### src/rtl/vga_timing_if.sv
// ---------------------------------------------------------------------------
// vga_timing_if
//   Output bundle of the raster timing generator. The generator drives it
//   through the master modport; the PPU/framebuffer fetch path and the
//   DAC/HDMI encoder consume it through the slave modport.
//
//   Signals (CW = counter/position width):
//     fetch_x, fetch_y  [CW]  position the read path should fetch now
//     fetch_valid       1     fetch position lies in the active area
//     x_pos, y_pos      [CW]  position currently being displayed
//     valid             1     display position lies in the active area
//     hsync, vsync      1     sync outputs, already at the configured polarity
//     line_start        1     one-clk strobe with the update that shows x_pos=0
//     frame_start       1     one-clk strobe with the update that shows (0,0)
//
//   Handshake: this is a free-running stream with no backpressure. valid
//   qualifies x_pos/y_pos and fetch_valid qualifies fetch_x/fetch_y on every
//   clk; there is no ready, so a consumer must accept each update as it comes.
// ---------------------------------------------------------------------------
interface vga_timing_if #(
  parameter int CW = 10
);
  logic [CW-1:0] fetch_x;
  logic [CW-1:0] fetch_y;
  logic          fetch_valid;
  logic [CW-1:0] x_pos;
  logic [CW-1:0] y_pos;
  logic          valid;
  logic          hsync;
  logic          vsync;
  logic          line_start;
  logic          frame_start;

  modport master (
    output fetch_x, fetch_y, fetch_valid,
    output x_pos, y_pos, valid,
    output hsync, vsync, line_start, frame_start
  );

  modport slave (
    input fetch_x, fetch_y, fetch_valid,
    input x_pos, y_pos, valid,
    input hsync, vsync, line_start, frame_start
  );
endinterface

### src/rtl/vga_timing_gen.sv
// ---------------------------------------------------------------------------
// vga_timing_gen
//   Parametrised raster timing generator. Two free-running counters walk the
//   raster (active, front porch, sync, back porch) one pixel per pix_ce tick.
//   The counter position is published as the fetch position; the same
//   position, delayed by LOOKAHEAD ticks, is published as the display
//   position together with valid, hsync, vsync and the start strobes.
//
//   Ports:
//     clk      in   system clock
//     reset_n  in   asynchronous active-low reset
//     pix_ce   in   pixel tick; all state advances only on clk edges with it high
//     en       in   run enable; low on a tick parks everything at frame start
//     vif      vga_timing_if.master, all outputs (see the interface file)
// ---------------------------------------------------------------------------
module vga_timing_gen #(
  parameter int H_ACTIVE  = 640,
  parameter int H_FP      = 16,
  parameter int H_SYNC    = 96,
  parameter int H_BP      = 48,
  parameter int V_ACTIVE  = 480,
  parameter int V_FP      = 10,
  parameter int V_SYNC    = 2,
  parameter int V_BP      = 33,
  parameter int H_POL     = 0,
  parameter int V_POL     = 0,
  parameter int CW        = 10,
  parameter int LOOKAHEAD = 2
) (
  input  logic         clk,
  input  logic         reset_n,
  input  logic         pix_ce,
  input  logic         en,
  vga_timing_if.master vif
);

  localparam int H_TOTAL = H_ACTIVE + H_FP + H_SYNC + H_BP;
  localparam int V_TOTAL = V_ACTIVE + V_FP + V_SYNC + V_BP;

  // Elaboration-time parameter checks.
  if (LOOKAHEAD < 0 || LOOKAHEAD > 4) begin : g_bad_lookahead
    $error("vga_timing_gen: LOOKAHEAD must be in 0..4");
  end
  if (H_TOTAL < 1 || H_TOTAL > (2 ** CW)) begin : g_bad_htotal
    $error("vga_timing_gen: H_TOTAL must be 1..2**CW");
  end
  if (V_TOTAL < 1 || V_TOTAL > (2 ** CW)) begin : g_bad_vtotal
    $error("vga_timing_gen: V_TOTAL must be 1..2**CW");
  end

  localparam logic [CW-1:0] H_LAST = CW'(H_TOTAL - 1);
  localparam logic [CW-1:0] V_LAST = CW'(V_TOTAL - 1);

  // Region bounds are one bit wider than the counters so a bound equal to
  // 2**CW still compares correctly against a zero-extended counter.
  localparam logic [CW:0] H_ACT_END  = (CW+1)'(H_ACTIVE);
  localparam logic [CW:0] H_SYNC_BEG = (CW+1)'(H_ACTIVE + H_FP);
  localparam logic [CW:0] H_SYNC_END = (CW+1)'(H_ACTIVE + H_FP + H_SYNC);
  localparam logic [CW:0] V_ACT_END  = (CW+1)'(V_ACTIVE);
  localparam logic [CW:0] V_SYNC_BEG = (CW+1)'(V_ACTIVE + V_FP);
  localparam logic [CW:0] V_SYNC_END = (CW+1)'(V_ACTIVE + V_FP + V_SYNC);

  localparam logic HS_ON = 1'(H_POL);
  localparam logic VS_ON = 1'(V_POL);

  // One pipeline slot: a raster position with everything the display side
  // needs already decoded, so the display outputs come straight from flops.
  typedef struct packed {
    logic [CW-1:0] x;
    logic [CW-1:0] y;
    logic          act;   // inside the active area
    logic          hs;    // hsync level (polarity applied)
    logic          vs;    // vsync level (polarity applied)
    logic          sol;   // x == 0
    logic          sof;   // x == 0 and y == 0
  } stage_t;

  // An empty slot carries exactly the reset output values, so an unfilled
  // pipeline needs no separate valid bit to mask the outputs.
  localparam stage_t IDLE = '{
    x:   '0,
    y:   '0,
    act: 1'b0,
    hs:  ~HS_ON,
    vs:  ~VS_ON,
    sol: 1'b0,
    sof: 1'b0
  };

  logic [CW-1:0] hc_q, hc_d;
  logic [CW-1:0] vc_q, vc_d;
  stage_t        stage_in;
  // Slot 0 is the fetch position; slot LOOKAHEAD is the display position.
  stage_t        pipe_q [LOOKAHEAD+1];
  stage_t        pipe_d [LOOKAHEAD+1];
  logic          line_start_q, line_start_d;
  logic          frame_start_q, frame_start_d;

  // Decode the counter position into a pipeline slot.
  always_comb begin
    stage_in     = IDLE;
    stage_in.x   = hc_q;
    stage_in.y   = vc_q;
    stage_in.act = ({1'b0, hc_q} < H_ACT_END) && ({1'b0, vc_q} < V_ACT_END);
    stage_in.hs  = (({1'b0, hc_q} >= H_SYNC_BEG) && ({1'b0, hc_q} < H_SYNC_END))
                   ? HS_ON : ~HS_ON;
    stage_in.vs  = (({1'b0, vc_q} >= V_SYNC_BEG) && ({1'b0, vc_q} < V_SYNC_END))
                   ? VS_ON : ~VS_ON;
    stage_in.sol = (hc_q == '0);
    stage_in.sof = (hc_q == '0) && (vc_q == '0);
  end

  // Raster counters: they hold the position the next tick will publish.
  always_comb begin
    hc_d = hc_q;
    vc_d = vc_q;
    if (pix_ce) begin
      if (!en) begin
        hc_d = '0;
        vc_d = '0;
      end else if (hc_q == H_LAST) begin
        hc_d = '0;
        vc_d = (vc_q == V_LAST) ? '0 : vc_q + 1'b1;
      end else begin
        hc_d = hc_q + 1'b1;
      end
    end
  end

  // Pipeline shift and strobe generation.
  always_comb begin
    for (int k = 0; k <= LOOKAHEAD; k++) begin
      pipe_d[k] = pipe_q[k];
    end
    if (pix_ce) begin
      if (!en) begin
        for (int k = 0; k <= LOOKAHEAD; k++) begin
          pipe_d[k] = IDLE;
        end
      end else begin
        pipe_d[0] = stage_in;
        for (int k = 1; k <= LOOKAHEAD; k++) begin
          pipe_d[k] = pipe_q[k-1];
        end
      end
    end
    // Gated by pix_ce so a strobe never outlives the clk of its own tick,
    // no matter how sparse the ticks are.
    line_start_d  = pix_ce & pipe_d[LOOKAHEAD].sol;
    frame_start_d = pix_ce & pipe_d[LOOKAHEAD].sof;
  end

  always_ff @(posedge clk or negedge reset_n) begin
    if (!reset_n) begin
      hc_q          <= '0;
      vc_q          <= '0;
      line_start_q  <= 1'b0;
      frame_start_q <= 1'b0;
      for (int k = 0; k <= LOOKAHEAD; k++) begin
        pipe_q[k] <= IDLE;
      end
    end else begin
      hc_q          <= hc_d;
      vc_q          <= vc_d;
      line_start_q  <= line_start_d;
      frame_start_q <= frame_start_d;
      for (int k = 0; k <= LOOKAHEAD; k++) begin
        pipe_q[k] <= pipe_d[k];
      end
    end
  end

  assign vif.fetch_x     = pipe_q[0].x;
  assign vif.fetch_y     = pipe_q[0].y;
  assign vif.fetch_valid = pipe_q[0].act;
  assign vif.x_pos       = pipe_q[LOOKAHEAD].x;
  assign vif.y_pos       = pipe_q[LOOKAHEAD].y;
  assign vif.valid       = pipe_q[LOOKAHEAD].act;
  assign vif.hsync       = pipe_q[LOOKAHEAD].hs;
  assign vif.vsync       = pipe_q[LOOKAHEAD].vs;
  assign vif.line_start  = line_start_q;
  assign vif.frame_start = frame_start_q;

endmodule

### src/flat_wrapper.sv
// flat-port wrapper written by rule: the top's interface ports become plain ports
module vga_timing_gen_flat 
#(
  parameter int H_ACTIVE  = 640,
  parameter int H_FP      = 16,
  parameter int H_SYNC    = 96,
  parameter int H_BP      = 48,
  parameter int V_ACTIVE  = 480,
  parameter int V_FP      = 10,
  parameter int V_SYNC    = 2,
  parameter int V_BP      = 33,
  parameter int H_POL     = 0,
  parameter int V_POL     = 0,
  parameter int CW        = 10,
  parameter int LOOKAHEAD = 2
)
  (clk, reset_n, pix_ce, en, vif_fetch_x, vif_fetch_y, vif_fetch_valid, vif_x_pos, vif_y_pos, vif_valid, vif_hsync, vif_vsync, vif_line_start, vif_frame_start);
  vga_timing_if #(.CW(CW)) vif_i ();
  input  logic clk;
  input  logic reset_n;
  input  logic pix_ce;
  input  logic en;
  output wire logic [$bits(vif_i.fetch_x)-1:0] vif_fetch_x;
  output wire logic [$bits(vif_i.fetch_y)-1:0] vif_fetch_y;
  output wire logic [$bits(vif_i.fetch_valid)-1:0] vif_fetch_valid;
  output wire logic [$bits(vif_i.x_pos)-1:0] vif_x_pos;
  output wire logic [$bits(vif_i.y_pos)-1:0] vif_y_pos;
  output wire logic [$bits(vif_i.valid)-1:0] vif_valid;
  output wire logic [$bits(vif_i.hsync)-1:0] vif_hsync;
  output wire logic [$bits(vif_i.vsync)-1:0] vif_vsync;
  output wire logic [$bits(vif_i.line_start)-1:0] vif_line_start;
  output wire logic [$bits(vif_i.frame_start)-1:0] vif_frame_start;
  assign vif_fetch_x = vif_i.fetch_x;
  assign vif_fetch_y = vif_i.fetch_y;
  assign vif_fetch_valid = vif_i.fetch_valid;
  assign vif_x_pos = vif_i.x_pos;
  assign vif_y_pos = vif_i.y_pos;
  assign vif_valid = vif_i.valid;
  assign vif_hsync = vif_i.hsync;
  assign vif_vsync = vif_i.vsync;
  assign vif_line_start = vif_i.line_start;
  assign vif_frame_start = vif_i.frame_start;
  vga_timing_gen #(.H_ACTIVE(H_ACTIVE), .H_FP(H_FP), .H_SYNC(H_SYNC), .H_BP(H_BP), .V_ACTIVE(V_ACTIVE), .V_FP(V_FP), .V_SYNC(V_SYNC), .V_BP(V_BP), .H_POL(H_POL), .V_POL(V_POL), .CW(CW), .LOOKAHEAD(LOOKAHEAD)) u_core (.clk(clk), .reset_n(reset_n), .pix_ce(pix_ce), .en(en), .vif(vif_i));
endmodule
### config.mk
export PLATFORM = sky130hd
export DESIGN_NAME = vga_timing_gen_flat
export DESIGN_NICKNAME = d
export VERILOG_FILES = /design/src/rtl/vga_timing_if.sv /design/src/rtl/vga_timing_gen.sv /design/src/flat_wrapper.sv
export SDC_FILE = /design/constraint.sdc
export NUM_CORES = 1
export LEC_CHECK = 0
export CORE_UTILIZATION = 50
export CTS_BUF_LIST = sky130_fd_sc_hd__clkbuf_8
export CTS_CLUSTER_SIZE = 8
export DETAILED_ROUTE_END_ITERATION = 10
export PLACE_DENSITY = 0.78
export SYNTH_ARGS = -nofsm -noshare
export SYNTH_HDL_FRONTEND = slang
export SYNTH_SLANG_ARGS = --single-unit
### constraint.sdc
create_clock -name clk -period 4.9 [get_ports clk]
set_input_delay 1.47 -clock clk [delete_from_list [all_inputs] [get_ports clk]]
set_output_delay 1.47 -clock clk [all_outputs]
set_load 0.02 [all_outputs]
Yosys cells after proc, flatten, opt, wreduce, memory -nomap -nowiden
Cells that the tools add are included.

Input bits: 4. Register bits after elaboration: 97.

Equality and inequality tests: 3. Reductions and logical operators: 7. Muxes and demuxes: 9. $add $sub $neg: 2. Bitwise gates (word level): 2. Magnitude comparators: 6.

Operators with widths (number): $mux W75 (1); $mux W10 (5); $add A10 B1 Y10 const B (2); $eq A10 B10 Y1 const B (2); $logic_not A10 Y1 (2); $lt A10 B10 Y1 const B (2); $lt A10 B9 Y1 const B (2); $ge A10 B10 Y1 const B (1); $ge A10 B9 Y1 const B (1); $logic_and A1 B1 Y1 (4); $and A1 B1 Y1 (2); $mux W1 (2); $mux W2 (1); $ne A2 B1 Y1 const B (1); $reduce_and A2 Y1 (1).

Longest topological paths before layout
Gate-level depths: netlist (run 1).

Word-level depth: 6. Mapped depth: 6. Depth with buffers taken out: 6.

Worst setup path after synthesis (run 1)
OpenSTA, ideal clock, no wires.

Path kind: input to register. Start: input port pix_ce. End: register u_core.vc_q[5]. Library setup time: 121 ps. Setup slack: 2096 ps. Buffers on the path: 2. Data arrival time: 2683 ps. Data required time: 4779 ps. Stages: 6. Cell sequence: buf_2 nand4_1 o31ai_2 buf_4 nand2_1 a22o_1.

Longest elaborated chain between the ends: 1.

RTL lines: start, declared (line flat_wrapper.sv:21) `input logic pix_ce;`; $reduce_and A2 Y1 (no source line); end signal, assigned (line vga_timing_gen.sv:164) `vc_q <= vc_d;`; end, declared (line vga_timing_gen.sv:91) `logic [CW-1:0] vc_q, vc_d;`.

Every way passes these cells. A chain may end at the register's enable or synchronous reset.

Worst setup path in the final report (run 1)
Start: register u_core.pipe_q, in the netlist u_core.vif.hsync. End: output port vif_hsync.

RTL lines: start, declared (line vga_timing_gen.sv:94) `stage_t pipe_q [LOOKAHEAD+1];`; start signal, assigned by index (line vga_timing_gen.sv:168) `pipe_q[k] <= pipe_d[k];`; end, declared (line flat_wrapper.sv:29) `output wire logic [$bits(vif_i.hsync)-1:0] vif_hsync;`.

No word-level cell between the ends.

==> impl_metrics.ini, run 1 <==
[run_status]
status = complete, no violations

[job]
drv_cap = 0

[synth]
synth_top_family_by_area = buffers and inverters
synth_compound_area_share_pct = 13.7
yosys.area_share.xor_xnor_pct = 1.15
synth_edf_count = 0
yosysUniqueCellTypes = 42
synth-simple-area-share_pct = 15.5
synth_nets = 505
yosysSeqAreaShare_pct = 52.4
async_flop_share_pct = 100
yosys_warnings = 0
synthAdderAreaFrac_pct = 1.37
ys_ff_latch = 95
syn_area_mm2 = 0.00455
synth.area.mux_share_pct = 0.330
synth_cells = 496
synth_area_per_cell_um2 = 9.17
synth_top_flop_cell = dfrtp_1

[worst_setup_path]
cp_slowest_stage_delay_ns = 0.60
critPathLaunchType = flip-flop
crit_required_ns = 3.43
timing.rr.start = u_core.hc_q[0]
cpMaxStageDelayCell = clkdlybuf4s50_1
end_kind = output pin
worstPathArrival_ns = 1.50
crit_buf_inv = 1
cp_max_fo = 2
crit_path_start = u_core.vif.hsync
path_delay_family = buffers and inverters
crit_type = reg2out
crit_path_cell_trace = clkdlybuf4s50_1

[cts]
cts-root-buf = clkbuf_8
cts-resized-gates = 0
postCtsHoldBufs = 0
clk_path_buf_depth = 2
numCtsBuffers = 9
clock_latency_ns = 0.36
cts_tree = yes
cts.sinks = 95
path_clk_slew_ns = 0.10
postCtsSetupRepairBufs = 0
htree_levels = 3

[die]
coreArea_mm2 = 0.00876
floorplan.initialDensity_pct = 51.9
die_h_um = 97.4
ios = 50
rows = 34
die_x_um = 97.4
dieArea_mm2 = 0.00949

[placement]
hpwl_um = 5650
portBuffers = 49
place_congestion = 0.823
place_inst = 586

[timing]
setup_viol = 0
drv_slew = 0
min_period_over_period_pct = 60.7
hold_violations = 0
finalSetupTns_ns = 0
maxSlewHeadroom_pct = 32.9
rsz0062_at_grt = false
max_slew.worst_pin.slew_ns = 1.00
max_freq_ghz = 0.336
finClkSkew_ns = 0.0101
period_minus_slack_ns = 2.97

[layout]
layout.cells.non_filler = 602
drive_gt1_share_pct = 7.49
area_growth_pct = 8.77
num_antenna_cells = 0
final_nets = 498

[global_routing]
antenna_found_initial = 0
grt_use_total_pct = 18.9
grt_pass1_vias = 3045
grt_pass1_wl_um = 14500
grt_max_degree = 93
grt.overflow.total = 0

[pwr]
p_clk_share_pct = 32.8
p_leak_uw = 0.00203
seq_power_share_pct = 58.2
internal_power_uw = 1050
switchingPower_uw = 400
switching_share_pct = 27.6
ir_drop_v = 0.000143
p_per_area_mw_per_mm2 = 293
comb_power_share_pct = 9.0

[routing]
viasPerCell = 5.42
wl_um = 8640
postRouteAntennaNets = 0
wire_per_inst_um = 14.3
vias = 3260
drc = 0
drtIter0Drc = 260
dr.pass1.iters = 4

[worst_hold_path]
hold_start = u_core.vif.vsync
hp-class = reg2reg
==> area by class of cell <==
cell class | instances | area [um2]
inverter | 75 | 282
fill | 754 | 3810
sequential | 95 | 2380
timing repair buffer | 53 | 510
clock buffer | 9 | 124
multi-input combinational | 255 | 1460
tap | 108 | 135
clock inverter | 7 | 57.6
==> worst paths after layout <==
path / to / slack, ns / cells after the start
max in group asynchronous: u_core.pipe_q[52] / 2.79 / 2
worst min register to register: u_core.vif.vsync / 0.49 / 2
min in group asynchronous: u_core.vif.y_pos[7] / 1.16 / 1
worst min-delay path: u_core.vif.vsync / 0.49 / 2
worst max-delay path: vif_hsync / 1.93 / 1
worst max register to register: u_core.vc_q[7] / 2.39 / 5
==> power groups by stage <==
stage / logic [uW] / registers [uW] / clock network, uW
finish: 131 / 843 / 475
global route: 148 / 848 / 520
CTS: 132 / 842 / 487
detailed placement: 132 / 858 / 0
global placement: 128 / 855 / 0
floorplan: 90.0 / 850 / 0
==> registers in the layout, summed over array words and instances (netlist names) <==
signal and cells:
u_core.vif.frame_start 1, u_core.vif.fetch_valid 1, u_core.vif.vsync 1, u_core.vif.fetch_y 10, u_core.pipe_q 29, u_core.vif.line_start 1
u_core.vif.fetch_x 10, u_core.vif.valid 1, u_core.vif.y_pos 10, u_core.vif.x_pos 10, u_core.hc_q 10, u_core.vif.hsync 1
u_core.vc_q 10
==> cells in the mapped netlist, drive strengths merged (2+ instances only) <==
master,n,area [um2]
nand3,71,355
xor2,3,26.3
nand4b,2,17.5
nor3,5,25.0
inv,75,282
and3,3,18.8
and4,2,17.5
a31oi,4,25.0
nand4,5,31.3
dfrtp,89,2230
buf,51,353
dfstp,6,158
nand2,14,52.6
xnor2,3,26.3
nor2b,2,12.5
or2,3,23.8
a22o,7,61.3
o22ai,2,12.5
nor2,23,86.3
ha,5,62.6
o21ai,81,405
clkbuf,20,75.1
nand2b,4,25.0
nor4,2,12.5
o31ai,3,41.3
==> per-stage QoR <==
step                      area, um2  setup slack (ns)  hold slack (ns)  util (%)  power [uW]
after floorplan                4550              2.10            0.457         -         940
after global placement         4770              1.65            0.477      54.4         983
after detailed placement       4770              1.59            0.479      54.4         989
after CTS                      4950              1.91            0.492      56.5        1460
after global routing           4950              1.80            0.516      56.5        1520
final                          4950              1.93            0.493      56.5        1450
==> worst reg2reg max path: cells and delay by family (launching register included) <==
family	cells	cell delay, ns
compound gates	3	1.35
flops	1	0.47
simple gates	1	0.31
fa+ha+maj	1	0.27
==> per-layer routing <==
| metal | vias up | track usage, % | share of wire (%) |
|---|---|---|---|
| li1 | 1588 | - | - |
| met1 | 1569 | 27.5 | 49 |
| met2 | 90 | 27.5 | 44 |
| met3 | 13 | 4.24 | 5.1 |
| met4 | 0 | 7.47 | 1.7 |
| met5 | - | 0 | 0 |
==> cells by family after synthesis <==
family          after synthesis
compound gates              104
simple gates                139
xor+xnor                      6
buf+inv                     146
mux                           1
fa+ha+maj                     5
flops                        95
==> cell usage in the layout, fill, tap and decap left out, types with 6 or more instances in the layout <==
master | synthesis | routed
clkdlybuf4s50_1 | 0 | 46
nor2_1 | 23 | 23
o21ai_0 | 76 | 76
buf_4 | 42 | 6
nand2_1 | 14 | 14
a22o_1 | 7 | 7
dfrtp_1 | 89 | 89
clkbuf_8 | 0 | 9
inv_1 | 75 | 75
dfstp_2 | 6 | 6
nand3_1 | 71 | 71
No activity file was read; power rests on OpenSTA's default activity.
==> run 2, diff against run 1 <==
--- a/config.mk
+++ b/config.mk
@@ -9,7 +9,7 @@
 export CTS_BUF_LIST = sky130_fd_sc_hd__clkbuf_8
 export CTS_CLUSTER_SIZE = 8
 export DETAILED_ROUTE_END_ITERATION = 10
-export PLACE_DENSITY = 0.78
+export PLACE_DENSITY = 0.81
 export SYNTH_ARGS = -nofsm -noshare
 export SYNTH_HDL_FRONTEND = slang
 export SYNTH_SLANG_ARGS = --single-unit
==> constraint.sdc (replaced) <==
create_clock -name clk -period 2.4 [get_ports clk]
set_input_delay 0.72 -clock clk [delete_from_list [all_inputs] [get_ports clk]]
set_output_delay 0.72 -clock clk [all_outputs]
set_load 0.02 [all_outputs]
==> impl_metrics.ini, run 2 (same netlist as run 1, synthesis figures left out) <==
[run_status]
status = complete, no violations

[cts]
cts_tree = yes
clock_latency_ns = 0.36
htree_levels = 3
clk_path_buf_depth = 2
cts.sinks = 95
path_clk_slew_ns = 0.09
postCtsHoldBufs = 0
cts-resized-gates = 0
postCtsSetupRepairBufs = 0
numCtsBuffers = 9
cts-root-buf = clkbuf_8

[layout]
num_antenna_cells = 0
layout.cells.non_filler = 607
most-common-layout-cells = dfrtp_1, inv_1, o21ai_0
drive_gt1_share_pct = 8.22
regMostFlops = u_core.pipe_q
mostFrequentLayoutCell = dfrtp_1
final_nets = 503
largest_reg_flops = 29
fin_util_pct = 57.4
area_growth_pct = 10.4
nFillCells = 744

[global_routing]
met2_usage_pct = 29.6
grtUsageMet1_pct = 27.0
grt_pass1_vias = 3071
grt_use_total_pct = 19.3
grt_max_degree = 108
grt.overflow.total = 0
antenna_found_initial = 0
grt_util_met3_pct = 4.32
busiest_layer = met2
grt_pass1_wl_um = 14700

[pwr]
p_leak_uw = 0.00209
ir_drop_v = 0.000273
p_per_area_mw_per_mm2 = 613
p_total_uw = 3080

[timing]
drv_slew = 0
setup_viol = 0
max_slew.worst_pin.slew_ns = 0.828
min_period_over_period_pct = 92.8
hold_violations = 0
timing.hold.ws_ns = 0.293
finalSetupTns_ns = 0
period_minus_slack_ns = 2.23
rsz0062_at_grt = false
finClkSkew_ns = 0.0113
max_freq_ghz = 0.449
maxSlewHeadroom_pct = 44.8

[worst_setup_path]
crit_type = reg2out
timing.rr.start = u_core.hc_q[7]
worstPathArrival_ns = 1.51
crit_path_cell_trace = clkdlybuf4s50_1
crit_path_start = u_core.vif.hsync
crit_buf_inv = 1
end_kind = output pin
critPathLaunchType = flip-flop
path_delay_family = buffers and inverters
cpMaxStageDelayCell = clkdlybuf4s50_1
cp_slowest_stage_delay_ns = 0.61
cp_max_fo = 2
crit_required_ns = 1.68
reg2reg_slack_ns = 0.46

[worst_hold_path]
hp-class = in2async

[job]
drv_cap = 0

[routing]
drtIter0Drc = 190
viasPerCell = 5.39
wl_um = 8630
postRouteAntennaNets = 0
vias = 3269
dr.pass1.iters = 5
drc = 0
wire_per_inst_um = 14.2

[die]
die_x_um = 97.4
dieArea_mm2 = 0.00949
rows = 34
floorplan.initialDensity_pct = 51.9
die_h_um = 97.4
coreArea_mm2 = 0.00876
ios = 50

[placement]
hpwl_um = 5680
place_congestion = 0.863
portBuffers = 49
place_inst = 591
-- run 2: cell types whose count changed in the layout (fill, tap and decap cells not counted) --
cell / before / now
clkinvlp_4: 4 / 0
inv_8: 2 / 0
inv_1: 75 / 76
clkinv_4: 0 / 1
bufinv_16: 0 / 1
inv_6: 0 / 1
clkbuf_8: 9 / 11
buf_12: 0 / 1
buf_4: 6 / 10
-- run 2: routing by layer --
metal	vias up	routed length (um)
met1	1556	4050
met5	-	0
li1	1607	-
met2	92	4070
met3	14	379
met4	0	134
-- run 2: worst paths after layout --
check,end,cells after the start
setup / recovery,vif_hsync,1
hold / removal,u_core.hc_q[4],1
setup reg to reg,u_core.vc_q[0],4
hold reg to reg,u_core.vif.hsync,2
max in group asynchronous,u_core.vc_q[7],2
min in group clk,u_core.vif.hsync,2
-- run 2: through the flow --
step / instance area, um2 / worst slack [ns]
detailed placement: 4820 / 0.276
finish: 5030 / 0.174
floorplan: 4550 / 0.346
CTS: 5030 / 0.149
global route: 5030 / 0.136
global placement: 4820 / 0.338
-- run 2: where the power goes --
part	leakage (uW)	internal [uW]	switching [uW]	total, uW
logic	0.000689	102	180	281
clock network	0.000111	539	543	1080
registers	0.00129	1660	58.1	1720
total	0.00209	2300	781	3080
-- run 2: final cells by class --
type	count	area [um2]	share of cell area [%]
Sequential cell	95	2380	47.4
Multi-Input combinational cell	255	1460	29.0
Clock buffer	11	151	3.01
Timing Repair Buffer	58	561	11.2
Tap cell	108	135	2.69
Clock inverter	5	56.3	1.12
Inverter	75	282	5.60
